**src/rtl/rfic_ctrl_out_monitor.sv**
```systemverilog
// AD9361 CTRL_OUT observer: synchronizes and glitch-filters the status pins,
// then queues each masked change as a {timestamp, state} event in a FWFT FIFO.
module rfic_ctrl_out_monitor #(
    parameter int WIDTH         = 8,
    parameter int TS_WIDTH      = 24,
    parameter int FIFO_DEPTH    = 16,
    parameter int FILTER_CYCLES = 2
) (
    input  logic                          clk,
    input  logic                          resetn,
    input  logic [WIDTH-1:0]              ctrl_out_in,
    input  logic                          enable,
    input  logic [WIDTH-1:0]              mask,
    input  logic [$clog2(FIFO_DEPTH):0]   irq_thresh,
    output logic                          ev_valid,
    input  logic                          ev_ready,
    output logic [TS_WIDTH+WIDTH-1:0]     ev_data,
    output logic [$clog2(FIFO_DEPTH):0]   ev_count,
    output logic [WIDTH-1:0]              state_filt,
    output logic                          overflow,
    input  logic                          overflow_clr,
    output logic [7:0]                    drop_cnt,
    output logic                          irq
);
    localparam int AW = $clog2(FIFO_DEPTH);
    localparam int CW = AW + 1;
    localparam int DW = TS_WIDTH + WIDTH;
    localparam logic [3:0]    FILT  = 4'(FILTER_CYCLES);
    localparam logic [CW-1:0] DEPTH = CW'(FIFO_DEPTH);

    (* ASYNC_REG = "TRUE" *) logic [WIDTH-1:0] sync1_q;
    (* ASYNC_REG = "TRUE" *) logic [WIDTH-1:0] sync2_q;

    logic [WIDTH-1:0]    cand_q, cand_d;
    logic [3:0]          cnt_q, cnt_d;
    logic [WIDTH-1:0]    filt_q, filt_d;
    logic                upd, ev_hit;
    logic [TS_WIDTH-1:0] ts_q;
    logic                pend_q;
    logic [DW-1:0]       pend_data_q;

    logic [DW-1:0]       mem [FIFO_DEPTH];
    logic [AW-1:0]       wr_ptr_q, wr_ptr_d, rd_ptr_q, rd_ptr_d;
    logic [CW-1:0]       count_q, count_d, remaining;
    logic                ev_valid_q, ev_valid_d;
    logic [DW-1:0]       ev_data_q, ev_data_d;
    logic                pop, full, push, drop;
    logic                overflow_q, overflow_d;
    logic [7:0]          drop_cnt_q, drop_cnt_d;
    logic                irq_q, irq_d;

    always_ff @(posedge clk or negedge resetn) begin
        if (!resetn) begin
            sync1_q <= '0;
            sync2_q <= '0;
        end else begin
            sync1_q <= ctrl_out_in;
            sync2_q <= sync1_q;
        end
    end

    // A candidate is promoted once it has been seen FILTER_CYCLES clocks in a row.
    always_comb begin
        cand_d = cand_q;
        cnt_d  = cnt_q;
        filt_d = filt_q;
        if (sync2_q != cand_q) begin
            cand_d = sync2_q;
            cnt_d  = 4'd1;
        end else if (cnt_q < FILT) begin
            cnt_d = cnt_q + 4'd1;
        end
        upd    = (cnt_q >= FILT) && (cand_q != filt_q);
        ev_hit = upd && enable && (((cand_q ^ filt_q) & mask) != '0);
        if (upd) begin
            filt_d = cand_q;
        end
    end

    always_comb begin
        pop       = ev_valid_q & ev_ready;
        full      = (count_q == DEPTH);
        push      = pend_q & (~full | pop);
        drop      = pend_q & full & ~pop;
        count_d   = count_q + CW'(push) - CW'(pop);
        rd_ptr_d  = rd_ptr_q + AW'(pop);
        wr_ptr_d  = wr_ptr_q + AW'(push);
        remaining = count_q - CW'(pop);
        ev_valid_d = (count_d != '0);
        ev_data_d  = ev_data_q;
        // Head register refills from the RAM, or straight from the push when the FIFO drains.
        if (remaining == '0) begin
            if (push) begin
                ev_data_d = pend_data_q;
            end
        end else begin
            ev_data_d = mem[rd_ptr_d];
        end
    end

    always_comb begin
        overflow_d = overflow_q;
        drop_cnt_d = drop_cnt_q;
        if (overflow_clr) begin
            overflow_d = 1'b0;
            drop_cnt_d = 8'd0;
        end
        if (drop) begin
            overflow_d = 1'b1;
            if (overflow_clr) begin
                drop_cnt_d = 8'd1;
            end else if (drop_cnt_q != 8'hFF) begin
                drop_cnt_d = drop_cnt_q + 8'd1;
            end
        end
        irq_d = overflow_q | ((irq_thresh != '0) && (count_q >= irq_thresh));
    end

    always_ff @(posedge clk or negedge resetn) begin
        if (!resetn) begin
            cand_q      <= '0;
            cnt_q       <= '0;
            filt_q      <= '0;
            ts_q        <= '0;
            pend_q      <= 1'b0;
            pend_data_q <= '0;
            wr_ptr_q    <= '0;
            rd_ptr_q    <= '0;
            count_q     <= '0;
            ev_valid_q  <= 1'b0;
            ev_data_q   <= '0;
            overflow_q  <= 1'b0;
            drop_cnt_q  <= '0;
            irq_q       <= 1'b0;
        end else begin
            cand_q      <= cand_d;
            cnt_q       <= cnt_d;
            filt_q      <= filt_d;
            ts_q        <= ts_q + TS_WIDTH'(1);
            pend_q      <= ev_hit;
            // Stamp with the time of the first cycle showing the new filtered state.
            pend_data_q <= {ts_q + TS_WIDTH'(1), cand_q};
            wr_ptr_q    <= wr_ptr_d;
            rd_ptr_q    <= rd_ptr_d;
            count_q     <= count_d;
            ev_valid_q  <= ev_valid_d;
            ev_data_q   <= ev_data_d;
            overflow_q  <= overflow_d;
            drop_cnt_q  <= drop_cnt_d;
            irq_q       <= irq_d;
        end
    end

    always_ff @(posedge clk) begin
        if (push) begin
            mem[wr_ptr_q] <= pend_data_q;
        end
    end

    assign ev_valid   = ev_valid_q;
    assign ev_data    = ev_data_q;
    assign ev_count   = count_q;
    assign state_filt = filt_q;
    assign overflow   = overflow_q;
    assign drop_cnt   = drop_cnt_q;
    assign irq        = irq_q;

endmodule

```
**config.mk**
```make
export PLATFORM = sky130hd
export DESIGN_NAME = rfic_ctrl_out_monitor
export DESIGN_NICKNAME = d
export VERILOG_FILES = /design/src/rtl/rfic_ctrl_out_monitor.sv
export SDC_FILE = /design/constraint.sdc
export NUM_CORES = 1
export LEC_CHECK = 0
export CORE_ASPECT_RATIO = 0.5
export CORE_MARGIN = 8
export CORE_UTILIZATION = 33
export CTS_BUF_LIST = sky130_fd_sc_hd__clkbuf_4 sky130_fd_sc_hd__clkbuf_8 sky130_fd_sc_hd__clkbuf_16
export DETAILED_ROUTE_END_ITERATION = 16
export MAX_ROUTING_LAYER = met4
export SYNTH_ARGS = -nofsm -noshare
export SYNTH_HDL_FRONTEND = slang
export SYNTH_SLANG_ARGS = --single-unit
```
**constraint.sdc**
```tcl
create_clock -name clk -period 7 [get_ports clk]
set_input_delay 1.4 -clock clk [delete_from_list [all_inputs] [get_ports clk]]
set_output_delay 1.4 -clock clk [all_outputs]
set_load 0.05 [all_outputs]
```
==> results.yml, run 1 <==
outcome:
  status: "complete, no violations"
yosys:
  synth_area_per_cell_um2: 20.4
  synthCells: 1215
  synth-edff-count: 512
  synth-main-ff-cell: "edfxtp_1"
  yosysWarnings: 0
  ys_seq_elements: 637
  synth_nets: 1263
  ys_seq_area_frac: 0.747
  postSynth.asyncResetShare: 0.196
  syn_area_um2: 24800
  yosysUniqueCellTypes: 50
clock_tree:
  cts.sinks: 637
  cts_made_buffers: 57
  ctsHoldBuffers: 0
  htreeDepth: 2
  cts-root-buf: "clkbuf_16"
  cts_tree: "built"
  clockBufferDepth: 3
  clk_latency_ns: 0.62
  cts.clk_slew.worst_paths_ns: 0.06
  ctsResizeCount: 0
  post_cts_buffers: 0
layout:
  syn_to_final_growth_pct: 17.1
  drive_above_1_share: 0.239
  nets: 1384
  antennaDiodeCount: 0
  fin_cells: 2406
  final_area_um2: 29000
drt:
  first_pass_iters: 5
  route.layer.met1.wl_um: 25600
  drt_iter0_drc: 1009
  avgViaCountPerCell: 4.93
  vias: 11900
  drt-total-wl_um: 55500
  wl_met2_um: 26100
  drc: 0
  wl_met3_um: 3010
  postRouteAntennaNets: 0
  top_layer_used: "met4"
  wl_per_cell_um: 23.1
global_route:
  track_usage: 0.133
  overflow: 0
  grt_pass1_vias: 12200
  antenna_found_initial: 0
  grt_pass1_wl_um: 83000
  grt_max_degree: 71
hold_path:
  hold_start: "sync1_q[1]"
  worstHoldPathCells: 0
  hold_path_end: "sync2_q[1]"
  hp-class: "register to register"
worst_setup_path:
  cp_slowest_cell: "ha_4"
  path_max_fanout: 41
  worstPathRequired_ns: 7.45
  rr_endpoint: "mem[11][3]"
  worstSetupStartpointType: "input pin"
  crit_family: "buffers and inverters"
  end_kind: "register"
  startpoint: "ev_ready"
  crit_chain: "clkdlybuf4s50_1 -> and2_1 -> ha_4 -> ha_4 -> buf_4 -> mux4_2 -> mux4_2 -> nand2_1 -> o21ai_1"
  ff2ff_path_depth: 7
  cp_data_arrival_time_ns: 4.60
  worstReg2RegStart: "ev_count[2]"
  cpPeakStageDelay_ns: 0.68
  r2r_slack_ns: 3.47
  crit_type: "input pin to register"
  worst-path-buf-inv: 2
timing:
  min_period_over_period: 0.594
  fin_skew_ns: 0.0213
  setup_viol: 0
  finalHoldViolations: 0
  slew_violations: 0
  rsz0062_at_grt: "false"
  fmax_mhz: 241
  period_needed_ns: 4.16
  worst_slack_ns: 2.84
  max_slew_margin: 0.241
  tightest_slew_ns: 1.14
  tns_ns: 0
power:
  pwr-share-seq: 0.380
  internal_power_mw: 7.95
  fin_total_pwr_mw: 11.5
  combPwrFrac: 0.342
  sw_frac_of_total: 0.310
  vdd_drop_max_mv: 0.267
  switching_power_mw: 3.57
  powerDensity_nw_per_um2: 398
  leakagePower_nw: 10.0
  pwr-share-clk: 0.278
floorplanning:
  initial_core_util: 0.331
  ios: 82
  die_area_um2: 84600
  core_area_um2: 74700
  rows: 71
  die_y_um: 210
  die_w_um: 403
placed_design:
  placed_area_um2: 27000
  dp_cells: 2299
  dp_slack_ns: 2.18
  gp_congestion: 0.731
  io_buffer_count: 81
  hpwl_um: 30900
flow_run:
  max_cap_violations: 0
cell type report:
type,count,area (µm²)
Sequential cell,637,18500
Inverter,22,82.6
Multi-Input combinational cell,499,6020
Clock buffer,85,1730
Fill cell,6679,45700
Tap cell,1022,1280
Timing Repair Buffer,119,1160
Clock inverter,22,211
worst max path at each step:
stage                        endpoint  slack (ns)  cells after the start
after CTS                 ev_data[15]        2.84                      8
after detailed placement  ev_data[15]        2.18                      8
after global routing      ev_data[26]        2.69                      8
after floorplan             mem[0][0]        1.91                      5
final                     ev_data[26]        2.84                      9
after global placement    ev_data[26]        2.22                      8
metal layers:
layer  up-vias  track usage
met1      6346        0.190
li1       5149            -
met3        62       0.0194
met5         -            -
met4         0       0.0278
met2       311        0.205
flip-flops by register name (all words and copies together), names as in the netlist, 4 cells and up:
register / cells
mem: 512
ev_data: 32
pend_data_q: 32
cand_q: 8
drop_cnt: 8
state_filt: 8
sync1_q: 8
sync2_q: 8
ev_count: 5
cnt_q: 4
rd_ptr_q: 4
wr_ptr_q: 4
per-stage QoR:
stage,hold WS (ns),util
after CTS,0.351,0.388
final,0.348,0.388
after detailed placement,0.336,0.362
after global routing,0.357,0.388
after floorplan,0.331,-
after global placement,0.335,0.362
power by group through the flow:
stage	clock, mW	sequential [mW]	combinational [mW]
after floorplan	0	4.79	2.65
after global placement	0	4.46	4.02
after detailed placement	0	4.46	4.03
after CTS	3.28	4.38	4.04
after global routing	3.43	4.40	4.24
final	3.21	4.38	3.94
synth_stat cells (9+ instances only):
library cell / count / area (µm²)
nand2_1: 38 / 143
mux2i_1: 30 / 300
nor2_1: 31 / 116
dfrtp_1: 125 / 3130
inv_1: 22 / 82.6
nand3_1: 17 / 85.1
a211oi_1: 10 / 75.1
xnor2_1: 29 / 254
a21oi_1: 11 / 55.1
nand4_1: 11 / 68.8
o22ai_1: 9 / 56.3
clkbuf_1: 24 / 90.1
mux4_2: 151 / 3400
and2_1: 13 / 81.3
xor2_1: 20 / 175
edfxtp_1: 512 / 15400
ha_1: 21 / 263
nor3_1: 10 / 50.1
o21ai_1: 23 / 115
buf_4: 12 / 90.1
layout by cell type (no fill, tap or decap), types with 10 or more instances in the layout:
cell type,count
clkdlybuf4s50_1,80
mux4_2,151
clkbuf_8,12
ha_1,19
o21ai_1,23
nand2_1,38
mux2i_1,30
clkbuf_4,15
xnor2_1,28
nor2_1,19
a21oi_1,11
xor2_1,20
dfrtp_1,125
a211oi_1,10
nor2_4,12
clkbuf_16,58
buf_4,33
nand3_1,17
nand4_1,11
and2_1,13
inv_1,22
edfxtp_1,512
kinds of logic after synthesis:
kind of cell | after synthesis | share of synthesized area
compound gates | 82 | 0.0224
xor+xnor | 50 | 0.0180
fa+ha+maj | 22 | 0.0114
buf+inv | 79 | 0.0158
flops | 637 | 0.747
mux | 189 | 0.153
simple gates | 156 | 0.0320
Power figures use the tool's default switching activity.
==> inputs of run 2 (changes only) <==
==> constraint.sdc (replaced) <==
create_clock -name clk -period 4.3 [get_ports clk]
set_input_delay 0.86 -clock clk [delete_from_list [all_inputs] [get_ports clk]]
set_output_delay 0.86 -clock clk [all_outputs]
set_load 0.05 [all_outputs]
==> run 2 against run 1 <==
Sequential power up 62%. Final area increased by 1.1%. Die area unchanged. Hold slack got worse by 0.0059 ns. Combinational power rose by 59%. Critical path depth decreased by 2. Via count rose by 0.79%. Total power rose by 64%. Global-route usage down 0.26 points. Count of clock-buffer cells in the layout down 8. First-iteration DRC count rose by 8.0%. Wire length is 2.2% lower. Critical endpoint is now mem[7][2]. Largest power group unchanged.
==> results.yml, run 2 (same netlist as run 1, synthesis figures left out) <==
drt:
  drc: 0
  first_pass_iters: 5
  avgViaCountPerCell: 4.94
  vias: 12000
  drt_iter0_drc: 1090
  wl_per_cell_um: 22.4
  drt-total-wl_um: 54300
  postRouteAntennaNets: 0
global_route:
  met1_usage: 0.185
  overflow: 0
  met2_usage: 0.202
  track_usage: 0.131
  grt_pass1_vias: 12400
  met3_usage: 0.0213
  grt_pass1_wl_um: 81600
  grt_max_degree: 88
  busiest_layer: "met2"
  antenna_found_initial: 0
layout:
  final_cell_mix: "512 x edfxtp_1, 151 x mux4_2, 125 x dfrtp_1"
  final_area_um2: 29300
  antennaDiodeCount: 0
  regMostFlops: "mem"
  syn_to_final_growth_pct: 18.3
  largest_register_ffs: 512
  fin_util: 0.392
  final_common_cell: "edfxtp_1"
  drive_above_1_share: 0.243
  fillers: 6631
  fin_cells: 2423
  nets: 1399
worst_setup_path:
  worstPathRequired_ns: 4.58
  worst-path-buf-inv: 3
  cp_slowest_cell: "nor2_4"
  startpoint: "ev_ready"
  cpPeakStageDelay_ns: 0.72
  r2r_slack_ns: 1.12
  crit_chain: "clkdlybuf4s50_1 -> a211oi_1 -> a31o_2 -> inv_1 -> nand3_1 -> nor2_4 -> buf_4"
  path_max_fanout: 17
  cp_data_arrival_time_ns: 3.49
  worstSetupStartpointType: "input pin"
  end_kind: "register"
  worstReg2RegStart: "ev_count[2]"
  crit_type: "input pin to register"
  crit_family: "buffers and inverters"
placed_design:
  hpwl_um: 31300
  dp_cells: 2313
  gp_congestion: 0.740
  io_buffer_count: 81
  placed_area_um2: 27200
floorplanning:
  initial_core_util: 0.331
  rows: 71
  die_area_um2: 84600
  core_area_um2: 74700
  die_y_um: 210
  die_w_um: 403
  ios: 82
timing:
  max_slew_margin: 0.363
  min_period_over_period: 0.745
  tightest_slew_ns: 0.946
  finalHoldViolations: 0
  period_needed_ns: 3.21
  slew_violations: 0
  fin_skew_ns: 0.0252
  rsz0062_at_grt: "false"
  setup_viol: 0
  tns_ns: 0
  fmax_mhz: 312
clock_tree:
  clk_latency_ns: 0.63
  htreeDepth: 2
  cts.sinks: 637
  ctsResizeCount: 0
  cts.clk_slew.worst_paths_ns: 0.06
  cts-root-buf: "clkbuf_16"
  clockBufferDepth: 3
  post_cts_buffers: 0
  ctsHoldBuffers: 0
  cts_made_buffers: 58
  cts_tree: "built"
flow_run:
  max_cap_violations: 0
power:
  vdd_drop_max_mv: 0.394
  powerDensity_nw_per_um2: 645
  leakagePower_nw: 10.2
outcome:
  status: "complete, no violations"
hold_path:
  hp-class: "input pin to asynchronous set/reset pin"
## run 2: final cells by class
class	count	area [µm²]	share of cell area
clock buffers	77	1640	0.0559
clock inverters	33	429	0.0146
inverters	22	82.6	0.00282
multi-input cells	499	6050	0.206
flip-flops and latches	637	18500	0.631
well taps	1022	1280	0.0436
repair buffers	133	1330	0.0453
## run 2: metal layers
metal  wire length [µm]  share of wire
met3               2850          0.053
met2              25500           0.47
met1              25200           0.46
met5                  0              0
met4                743          0.014
## run 2: where the power goes
group / internal [mW] / switching, mW / total (mW)
Combinational: 2.98 / 3.29 / 6.27
Sequential: 6.85 / 0.258 / 7.11
Clock: 3.20 / 2.32 / 5.52
Total: 13.0 / 5.87 / 18.9
## run 2: through the flow
step	setup WS, ns	total power [mW]	hold WS [ns]
after global routing	0.938	19.8	0.349
final	1.09	18.9	0.342
after detailed placement	0.499	13.6	0.336
after floorplan	0.489	11.8	0.331
after CTS	1.12	19.2	0.346
after global placement	0.546	13.6	0.334
## run 2: worst paths after layout
path | to | cells after the start
min | sync2_q[4] | 1
max in group asynchronous | drop_cnt[1] | 2
min in group clk | sync2_q[7] | 0
min reg2reg | sync2_q[7] | 0
max reg2reg | mem[7][2] | 7
max | mem[7][2] | 7
==> inputs of run 3 (changes only) <==
==> constraint.sdc (replaced) <==
create_clock -name clk -period 3.04 [get_ports clk]
set_input_delay 0.608 -clock clk [delete_from_list [all_inputs] [get_ports clk]]
set_output_delay 0.608 -clock clk [all_outputs]
set_load 0.05 [all_outputs]
==> run 3 against run 2 <==
Utilization rose by 0.99 points. Register-to-register slack got worse by 0.79 ns. Sequential share of layout area fell by 1.6 points. Critical endpoint is now ev_valid. Largest cell class unchanged.
==> results.yml, run 3 (same netlist as run 1, synthesis figures left out) <==
outcome:
  status: "complete, no violations"
floorplanning:
  ios: 82
  die_area_um2: 84600
  core_area_um2: 74700
  die_w_um: 403
  rows: 71
  initial_core_util: 0.331
  die_y_um: 210
worst_setup_path:
  worstSetupStartpointType: "register"
  path_max_fanout: 7
  crit_type: "register to register"
  crit_chain: "inv_1 -> ha_1 -> a31o_2 -> o21ai_0 -> ha_1 -> inv_1 -> fa_1 -> o21bai_1 -> a21oi_1 -> xnor2_1 -> nor4_1 -> nand2b_1"
  cpPeakStageDelay_ns: 0.45
  cp_slowest_cell: "dfrtp_2"
  end_kind: "register"
  worstPathRequired_ns: 3.54
  cp_data_arrival_time_ns: 3.21
drt:
  avgViaCountPerCell: 4.89
  drt-total-wl_um: 57300
  route.layer.met1.wl_um: 26100
  top_layer_used: "met4"
  vias: 12100
  wl_met2_um: 27200
  postRouteAntennaNets: 0
  first_pass_iters: 5
  drc: 0
  wl_per_cell_um: 23.1
  wl_met3_um: 2760
  drt_iter0_drc: 1118
power:
  combPwrFrac: 0.341
  pwr-share-seq: 0.370
  leakagePower_nw: 10.6
  fin_total_pwr_mw: 27.2
  vdd_drop_max_mv: 0.541
  pwr-share-clk: 0.289
  internal_power_mw: 18.9
  switching_power_mw: 8.35
  sw_frac_of_total: 0.307
  powerDensity_nw_per_um2: 906
global_route:
  grt_pass1_wl_um: 85800
  track_usage: 0.139
  antenna_found_initial: 0
  grt_max_degree: 67
  overflow: 0
  grt_pass1_vias: 12700
timing:
  setup_viol: 0
  rsz0062_at_grt: "false"
  holdWs_ns: 0.343
  fmax_mhz: 369
  tightest_slew_ns: 0.892
  min_period_over_period: 0.892
  period_needed_ns: 2.71
  finalHoldViolations: 0
  slew_violations: 0
  max_slew_margin: 0.400
  tns_ns: 0
  fin_skew_ns: 0.0370
layout:
  syn_to_final_growth_pct: 21.3
  fillers: 6587
  nets: 1453
  final_cell_mix: "512 x edfxtp_1, 151 x mux4_2, 123 x dfrtp_1"
  drive_above_1_share: 0.277
  final_common_cell: "edfxtp_1"
  final_area_um2: 30000
  largest_register_ffs: 512
  fin_util: 0.402
  regMostFlops: "mem"
clock_tree:
  cts-root-buf: "clkbuf_16"
  clockBufferDepth: 3
  clk_latency_ns: 0.64
  cts.sinks: 637
  cts_made_buffers: 57
  htreeDepth: 2
  post_cts_buffers: 0
  cts_tree: "built"
  cts.clk_slew.worst_paths_ns: 0.07
  ctsResizeCount: 0
placed_design:
  placed_area_um2: 28000
  hpwl_um: 33800
  io_buffer_count: 81
  gp_congestion: 0.750
hold_path:
  hp-class: "register to register"
flow_run:
  max_cap_violations: 0
run 3: cell types whose count changed in the layout (fill, tap and decap cells not counted), moves of 3 or more:
cell      before  now
buf_12        10   34
buf_4         42   72
clkinv_1      10    3
clkinv_2       5   12
inv_8          3    0
run 3: timing repair:
action / CTS / global route
hold endpoints to repair: 31 / 0
hold buffers: 1 / 0
setup endpoints to repair: 0 / 0
run 3: per-stage QoR:
stage,setup WS [ns],instances
CTS,0.304,2476
global route,0.165,2476
finish,0.329,2477
global placement,-0.114,2367
detailed placement,-0.172,2367
floorplan,-0.0105,1215
run 3: area by class of cell:
type                       instances  area (µm²)  share of cell area
clock inverter                    32         460              0.0153
inverter                          22        82.6             0.00275
multi-input combinational        499        6050               0.201
tap                             1022        1280              0.0426
timing repair buffer             188        2040              0.0680
sequential                       637       18500               0.616
antenna                            1        2.50           0.0000833
clock buffer                      76        1620              0.0540
run 3: power groups by stage:
stage	Clock, mW	Sequential, mW	Combinational (mW)
after floorplan	0	11.0	5.74
after global placement	0	10.3	9.39
after detailed placement	0	10.3	9.44
after CTS	8.03	10.1	9.47
after global routing	8.35	10.1	9.97
final	7.86	10.1	9.29
run 3: critical path, delay by kind of cell (launching register included):
family	cells	cell delay [ns]
adder cells (fa/ha/maj)	3	0.84
AO/OA/AOI/OAI	4	0.62
flip-flops	1	0.45
AND/OR/NAND/NOR	2	0.34
XOR/XNOR	1	0.17
buffers and inverters	2	0.17
run 3: final timing paths:
check                            start  depth (start not counted)  slack, ns           to
setup / recovery           ev_count[2]                         12       0.33     ev_valid
hold / removal              sync1_q[6]                          0       0.34   sync2_q[6]
setup reg to reg           ev_count[2]                         12       0.33     ev_valid
hold reg to reg             sync1_q[6]                          0       0.34   sync2_q[6]
max in group asynchronous       resetn                          3       1.78  ev_data[21]
min in group asynchronous       resetn                          2       0.59    cand_q[5]
run 3: per-layer routing:
| metal | GRT usage | up-vias |
|---|---|---|
| li1 | - | 5301 |
| met1 | 0.193 | 6405 |
| met2 | 0.215 | 323 |
| met3 | 0.0206 | 94 |
| met4 | 0.0349 | 0 |
| met5 | - | - |
